**config.mk**
```make
export PLATFORM = sky130hd
export DESIGN_NAME = port_host_link_flat
export DESIGN_NICKNAME = d
export VERILOG_FILES = /design/src/rtl/port_host_link_if.sv /design/src/rtl/port_host_link.sv /design/src/flat_wrapper.sv
export SDC_FILE = /design/constraint.sdc
export NUM_CORES = 1
export LEC_CHECK = 0
export ABC_AREA = 1
export CORE_ASPECT_RATIO = 1.4
export CORE_UTILIZATION = 30
export CTS_CLUSTER_DIAMETER = 100
export DETAILED_ROUTE_END_ITERATION = 12
export PLACE_DENSITY_LB_ADDON = 0.15
export SYNTH_ARGS = -nofsm -noshare
export SYNTH_HDL_FRONTEND = slang
export SYNTH_SLANG_ARGS = --single-unit
```
**constraint.sdc**
```tcl
create_clock -name clk -period 1.8 [get_ports clk]
set_input_delay 0.36 -clock clk [delete_from_list [all_inputs] [get_ports clk]]
set_output_delay 0.36 -clock clk [all_outputs]
set_load 0.1 [all_outputs]
```
**src/rtl/port_host_link_if.sv**
```systemverilog
// ============================================================
// Module  : port_host_link_if
// Brief   : Port/host bundle between the ARM7 parallel ports and the host
// Revision: 1.0
// ============================================================
`default_nettype none

interface port_host_link_if #(
  parameter int WIDTH = 8,
  parameter int DEPTH = 4
);
  localparam int c_CW = $clog2(DEPTH) + 1;

  logic [WIDTH-1:0] OUTPORT;
  logic [WIDTH-1:0] INPORT;
  logic [WIDTH-1:0] host_in_data;
  logic             host_in_load;
  logic [WIDTH-1:0] out_data;
  logic             out_valid;
  logic             out_ready;
  logic             overflow;
  logic             ovf_clr;
  logic [c_CW-1:0]  count;

  // The link endpoint itself
  modport slave (
    input  OUTPORT, host_in_data, host_in_load, out_ready, ovf_clr,
    output INPORT, out_data, out_valid, overflow, count
  );

  // Core plus host side driving the link
  modport master (
    output OUTPORT, host_in_data, host_in_load, out_ready, ovf_clr,
    input  INPORT, out_data, out_valid, overflow, count
  );
endinterface

`default_nettype wire

```
**src/rtl/port_host_link.sv**
```systemverilog
// ============================================================
// Module  : port_host_link
// Brief   : Queues OUTPORT changes for the host, holds the INPORT value
// Revision: 1.0
// ============================================================
`default_nettype none

module port_host_link #(
  parameter int WIDTH = 8,
  parameter int DEPTH = 4
) (
  input  logic                 clk,
  input  logic                 rst,
  port_host_link_if.slave      bus
);

  localparam int              c_AW      = $clog2(DEPTH);
  localparam int              c_CW      = c_AW + 1;
  localparam logic [c_CW-1:0] c_FULL    = c_CW'(DEPTH);
  localparam logic [c_CW-1:0] c_CNT_ONE = c_CW'(1);
  localparam logic [c_AW-1:0] c_PTR_ONE = c_AW'(1);

  logic [WIDTH-1:0] r_mem [DEPTH];
  logic [c_AW-1:0]  r_wr_ptr;
  logic [c_AW-1:0]  r_rd_ptr;
  logic [c_CW-1:0]  r_count;
  logic [WIDTH-1:0] r_last_out;
  logic [WIDTH-1:0] r_inport;
  logic             r_overflow;

  logic w_change;
  logic w_full;
  logic w_pop;
  logic w_store;
  logic w_drop;

  always_comb begin
    w_change = (bus.OUTPORT != r_last_out);
    w_full   = (r_count == c_FULL);
    w_pop    = (r_count != '0) && bus.out_ready;
    // A pop in the same cycle frees the slot, so a full FIFO still accepts
    w_store  = w_change && (!w_full || w_pop);
    w_drop   = w_change && w_full && !w_pop;
  end

  always_ff @(posedge clk) begin
    if (!rst) begin
      r_wr_ptr   <= '0;
      r_rd_ptr   <= '0;
      r_count    <= '0;
      r_last_out <= '0;
      r_inport   <= '0;
      r_overflow <= 1'b0;
    end else begin
      r_last_out <= bus.OUTPORT;

      if (w_store) begin
        r_wr_ptr <= r_wr_ptr + c_PTR_ONE;
      end
      if (w_pop) begin
        r_rd_ptr <= r_rd_ptr + c_PTR_ONE;
      end

      if (w_store && !w_pop) begin
        r_count <= r_count + c_CNT_ONE;
      end else if (w_pop && !w_store) begin
        r_count <= r_count - c_CNT_ONE;
      end

      // Setting beats clearing when both happen together
      if (w_drop) begin
        r_overflow <= 1'b1;
      end else if (bus.ovf_clr) begin
        r_overflow <= 1'b0;
      end

      if (bus.host_in_load) begin
        r_inport <= bus.host_in_data;
      end
    end
  end

  // Storage needs no reset: entries are only visible through r_count
  always_ff @(posedge clk) begin
    if (rst && w_store) begin
      r_mem[r_wr_ptr] <= bus.OUTPORT;
    end
  end

  assign bus.out_data  = r_mem[r_rd_ptr];
  assign bus.out_valid = (r_count != '0);
  assign bus.count     = r_count;
  assign bus.overflow  = r_overflow;
  assign bus.INPORT    = r_inport;

endmodule

`default_nettype wire

```
**src/flat_wrapper.sv**
```systemverilog
// flat-port wrapper written by rule: the top's interface ports become plain ports
module port_host_link_flat 
#(
  parameter int WIDTH = 8,
  parameter int DEPTH = 4
)
  (clk, rst, bus_OUTPORT, bus_host_in_data, bus_host_in_load, bus_out_ready, bus_ovf_clr, bus_INPORT, bus_out_data, bus_out_valid, bus_overflow, bus_count);
  port_host_link_if #(.WIDTH(WIDTH), .DEPTH(DEPTH)) bus_i ();
  input  logic clk;
  input  logic rst;
  input wire logic [$bits(bus_i.OUTPORT)-1:0] bus_OUTPORT;
  input wire logic [$bits(bus_i.host_in_data)-1:0] bus_host_in_data;
  input wire logic [$bits(bus_i.host_in_load)-1:0] bus_host_in_load;
  input wire logic [$bits(bus_i.out_ready)-1:0] bus_out_ready;
  input wire logic [$bits(bus_i.ovf_clr)-1:0] bus_ovf_clr;
  output wire logic [$bits(bus_i.INPORT)-1:0] bus_INPORT;
  output wire logic [$bits(bus_i.out_data)-1:0] bus_out_data;
  output wire logic [$bits(bus_i.out_valid)-1:0] bus_out_valid;
  output wire logic [$bits(bus_i.overflow)-1:0] bus_overflow;
  output wire logic [$bits(bus_i.count)-1:0] bus_count;
  assign bus_i.OUTPORT = bus_OUTPORT;
  assign bus_i.host_in_data = bus_host_in_data;
  assign bus_i.host_in_load = bus_host_in_load;
  assign bus_i.out_ready = bus_out_ready;
  assign bus_i.ovf_clr = bus_ovf_clr;
  assign bus_INPORT = bus_i.INPORT;
  assign bus_out_data = bus_i.out_data;
  assign bus_out_valid = bus_i.out_valid;
  assign bus_overflow = bus_i.overflow;
  assign bus_count = bus_i.count;
  port_host_link #(.WIDTH(WIDTH), .DEPTH(DEPTH)) u_core (.clk(clk), .rst(rst), .bus(bus_i));
endmodule
```
==> impl_metrics.yaml <==
clock_network:
  clock_latency_ps: 330
  cts_tree: "yes"
  htree_num_levels: 3
  clk_path_buf_depth: 2
  cts_buffers: 9
  cts_root_buf: "clkbuf_8"
  clkTransAtPathRegs_ps: 60
  cts_hold_buf: 0
  cts.sinks: 58
timing:
  setup_viol_count_final: 1
  slew_viol_final: 0
  finalHoldViolations: 0
  fin_crit_sh_pct: 100.3
  max_slew.worst_pin.slew_ps: 777.8
  period_minus_slack_ps: 1805
  rsz0062_at_grt: "true"
  fin_skew_ps: 6.582
  tns_ps: -5.301
  fmax_mhz: 553.9
  setup_slack_ps: -5.301
  max_slew_margin_pct: 47.86
worst_hold_path:
  whs_endpoint: "u_core.r_mem[2][2]"
  hold_depth: 1
  min_path_type: "in2reg"
  hp-start: "bus_OUTPORT[2]"
critical_path:
  end_kind: "register"
  cp_data_required_time_ps: 2010
  reg2regPathDepth: 15
  crit_path_start_kind: "primary input"
  crit_chain: "clkdlybuf4s15_1, xnor2_2, nand2_1, nor2_2, nand2_2, nand2_4, inv_2, ha_4, inv_2, fa_2, a21oi_2, o21ai_1, o21ai_1, a21oi_1"
  slowest_delay_ps: 340
  cp_slowest_cell: "fa_2"
  r2r-start: "u_core.r_last_out[5]"
  r2r-end: "u_core.bus.count[2]"
  crit_fanout: 6
  cp_data_arrival_time_ps: 2020
  crit_buf_inv: 3
  path_delay_family: "adder cells"
  path_class: "in2reg"
  reg2reg_slack_ps: 0
synthesis:
  ys_warn_count: 0
  ys_types: 19
  syn_area_um2: 2347
  syn_nets: 265
  synth_area_per_cell_um2: 9.862
  synthCells: 238
  ys_ff_latch: 58
  ys_seq_area_share_pct: 63.11
global_routing:
  grt_max_degree: 24
  antenna_found_initial: 0
  grt_usage_pct: 13.62
  grt_pass1_wl_um: 8424
  grt_pass1_vias: 1779
  grt_overflow_total: 0
power_and_ir_drop:
  ir_worst_vdd_mv: 1.366
  power_density_nw_per_um2: 1474
  leakage_nw: 1.502
detailed_routing:
  viasPerCell: 4.300
  firstDrtPassIters: 4
  wirelength_um: 4954
  ant_nets: 0
  drt_iter0_markers: 83
  via_count: 1763
  drc: 0
  wl_per_cell_um: 12.08
floorplanning:
  die_w_um: 76.76
  coreArea_um2: 7453
  top_level_ports: 42
  rows: 37
  dieArea_um2: 8187
  die_y_um: 106.7
  initial_utilization_pct: 31.49
job:
  maxCapViolations: 0
placement:
  place_hpwl_um: 3484
  gp_congestion: 0.7122
  pre_cts_slack_ps: -736.7
  io_buffers: 41
cells_and_area:
  drive_gt1_share_pct: 35.14
  area_growth_pct: 55.49
  fin_nets: 335
  diodes: 0
  final_util_pct: 48.97
outcome:
  violations: "setup timing"
  outcome: "finished, violations left"
[cell usage in the layout, fill, tap and decap left out, types with 8 or more instances in the layout]
master            n
nor2_1           36
edfxtp_1         32
inv_1            28
nand2_1          27
buf_4            21
buf_12           21
o21ai_1          20
dfxtp_1          15
clkdlybuf4s50_1  12
o21ai_0           9
clkbuf_8          9
inv_2             8
o22ai_4           8
a21oi_1           8
[how the worst max path moves through the flow]
stage	from	to	slack, ps	cells after the start
after CTS	u_core.r_last_out[3]	u_core.bus.count[1]	0.4	11
final	bus_OUTPORT[6]	u_core.bus.count[2]	-5	14
after detailed placement	bus_OUTPORT[5]	u_core.r_mem[0][5]	-740	10
after floorplan	u_core.bus.count[1]	u_core.bus.count[2]	-120	10
after global placement	bus_OUTPORT[5]	u_core.r_mem[1][5]	-700	10
after global routing	bus_OUTPORT[6]	u_core.bus.count[2]	-130	14
[stage by stage]
step                      total power, W  cells  hold slack [ps]  area (µm²)
final                           0.005381    410            303.0        3650
after global routing            0.005640    410            300.1        3650
after CTS                       0.005402    409            402.9        3593
after detailed placement        0.004356    393            470.0        3407
after global placement          0.004331    393            455.5        3407
after floorplan                 0.003414    238            441.5        2530
[cells in the mapped netlist]
cell | instances | area share [%]
nand2_2 | 3 | 0.80
buf_2 | 3 | 0.64
dfxtp_1 | 26 | 22
buf_4 | 1 | 0.32
a21oi_1 | 9 | 1.9
nand2_1 | 33 | 5.3
edfxtp_1 | 32 | 41
nor2_2 | 1 | 0.27
inv_1 | 36 | 5.8
o22ai_1 | 8 | 2.1
nor3_2 | 4 | 1.7
o21ai_1 | 4 | 0.85
fa_1 | 1 | 0.85
nand3_1 | 3 | 0.64
o21ai_0 | 26 | 5.5
ha_1 | 5 | 2.7
inv_2 | 2 | 0.32
xnor2_1 | 3 | 1.1
nor2_1 | 38 | 6.1
[state kept, by name, summed over array words and instances, names as in the netlist, named ones only]
name and flops:
u_core.bus.count 3, u_core.r_last_out 8, u_core.r_wr_ptr 2, u_core.r_rd_ptr 2, u_core.bus.INPORT 8, u_core.r_mem 32, u_core.bus.overflow 1
[cell families (layout without fill, tap and decap cells)]
| logic type | after synthesis | in the layout | share of synthesized area (%) |
|---|---|---|---|
| DFF | 58 | 58 | 63.11 |
| xor gates and xnor gates | 3 | 3 | 1.120 |
| buffers and inverters | 42 | 117 | 7.036 |
| adders and majority gates | 6 | 6 | 3.518 |
| and+or+nand+nor | 82 | 82 | 14.77 |
| AOI/OAI and AO/OA | 47 | 47 | 10.45 |
[cell type report]
cell class | count | area, µm²
inverters | 38 | 147.6
fillers | 701 | 3804
multi-input cells | 138 | 933.4
flip-flops and latches | 58 | 1508
well taps | 97 | 121.4
repair buffers | 63 | 778.2
clock inverters | 6 | 33.78
clock buffers | 10 | 127.6
[power breakdown]
| part | switching, W | total, W | leakage, nW | internal (W) |
|---|---|---|---|---|
| sequential | 0.000114 | 0.00171 | 0.514 | 0.00160 |
| combinational | 0.00170 | 0.00268 | 0.909 | 0.000983 |
| clock | 0.000501 | 0.000987 | 0.0795 | 0.000486 |
| total | 0.00232 | 0.00538 | 1.50 | 0.00307 |
[routing by layer]
metal	global-route usage, %	part of all wire [%]	vias up
li1	-	-	922
met5	0	0	-
met3	4.000	4.9	7
met2	22.96	51	43
met1	15.52	43	791
met4	7.005	1.8	0
[repair_timing]
action,4_1_cts,5_1_grt
pin swaps,1,3
hold endpoints to repair,0,0
gates cloned,0,0
buffers inserted,0,1
setup endpoints to repair,42,25
gates resized for setup,32,28
(Power assumes the default switching activity.)
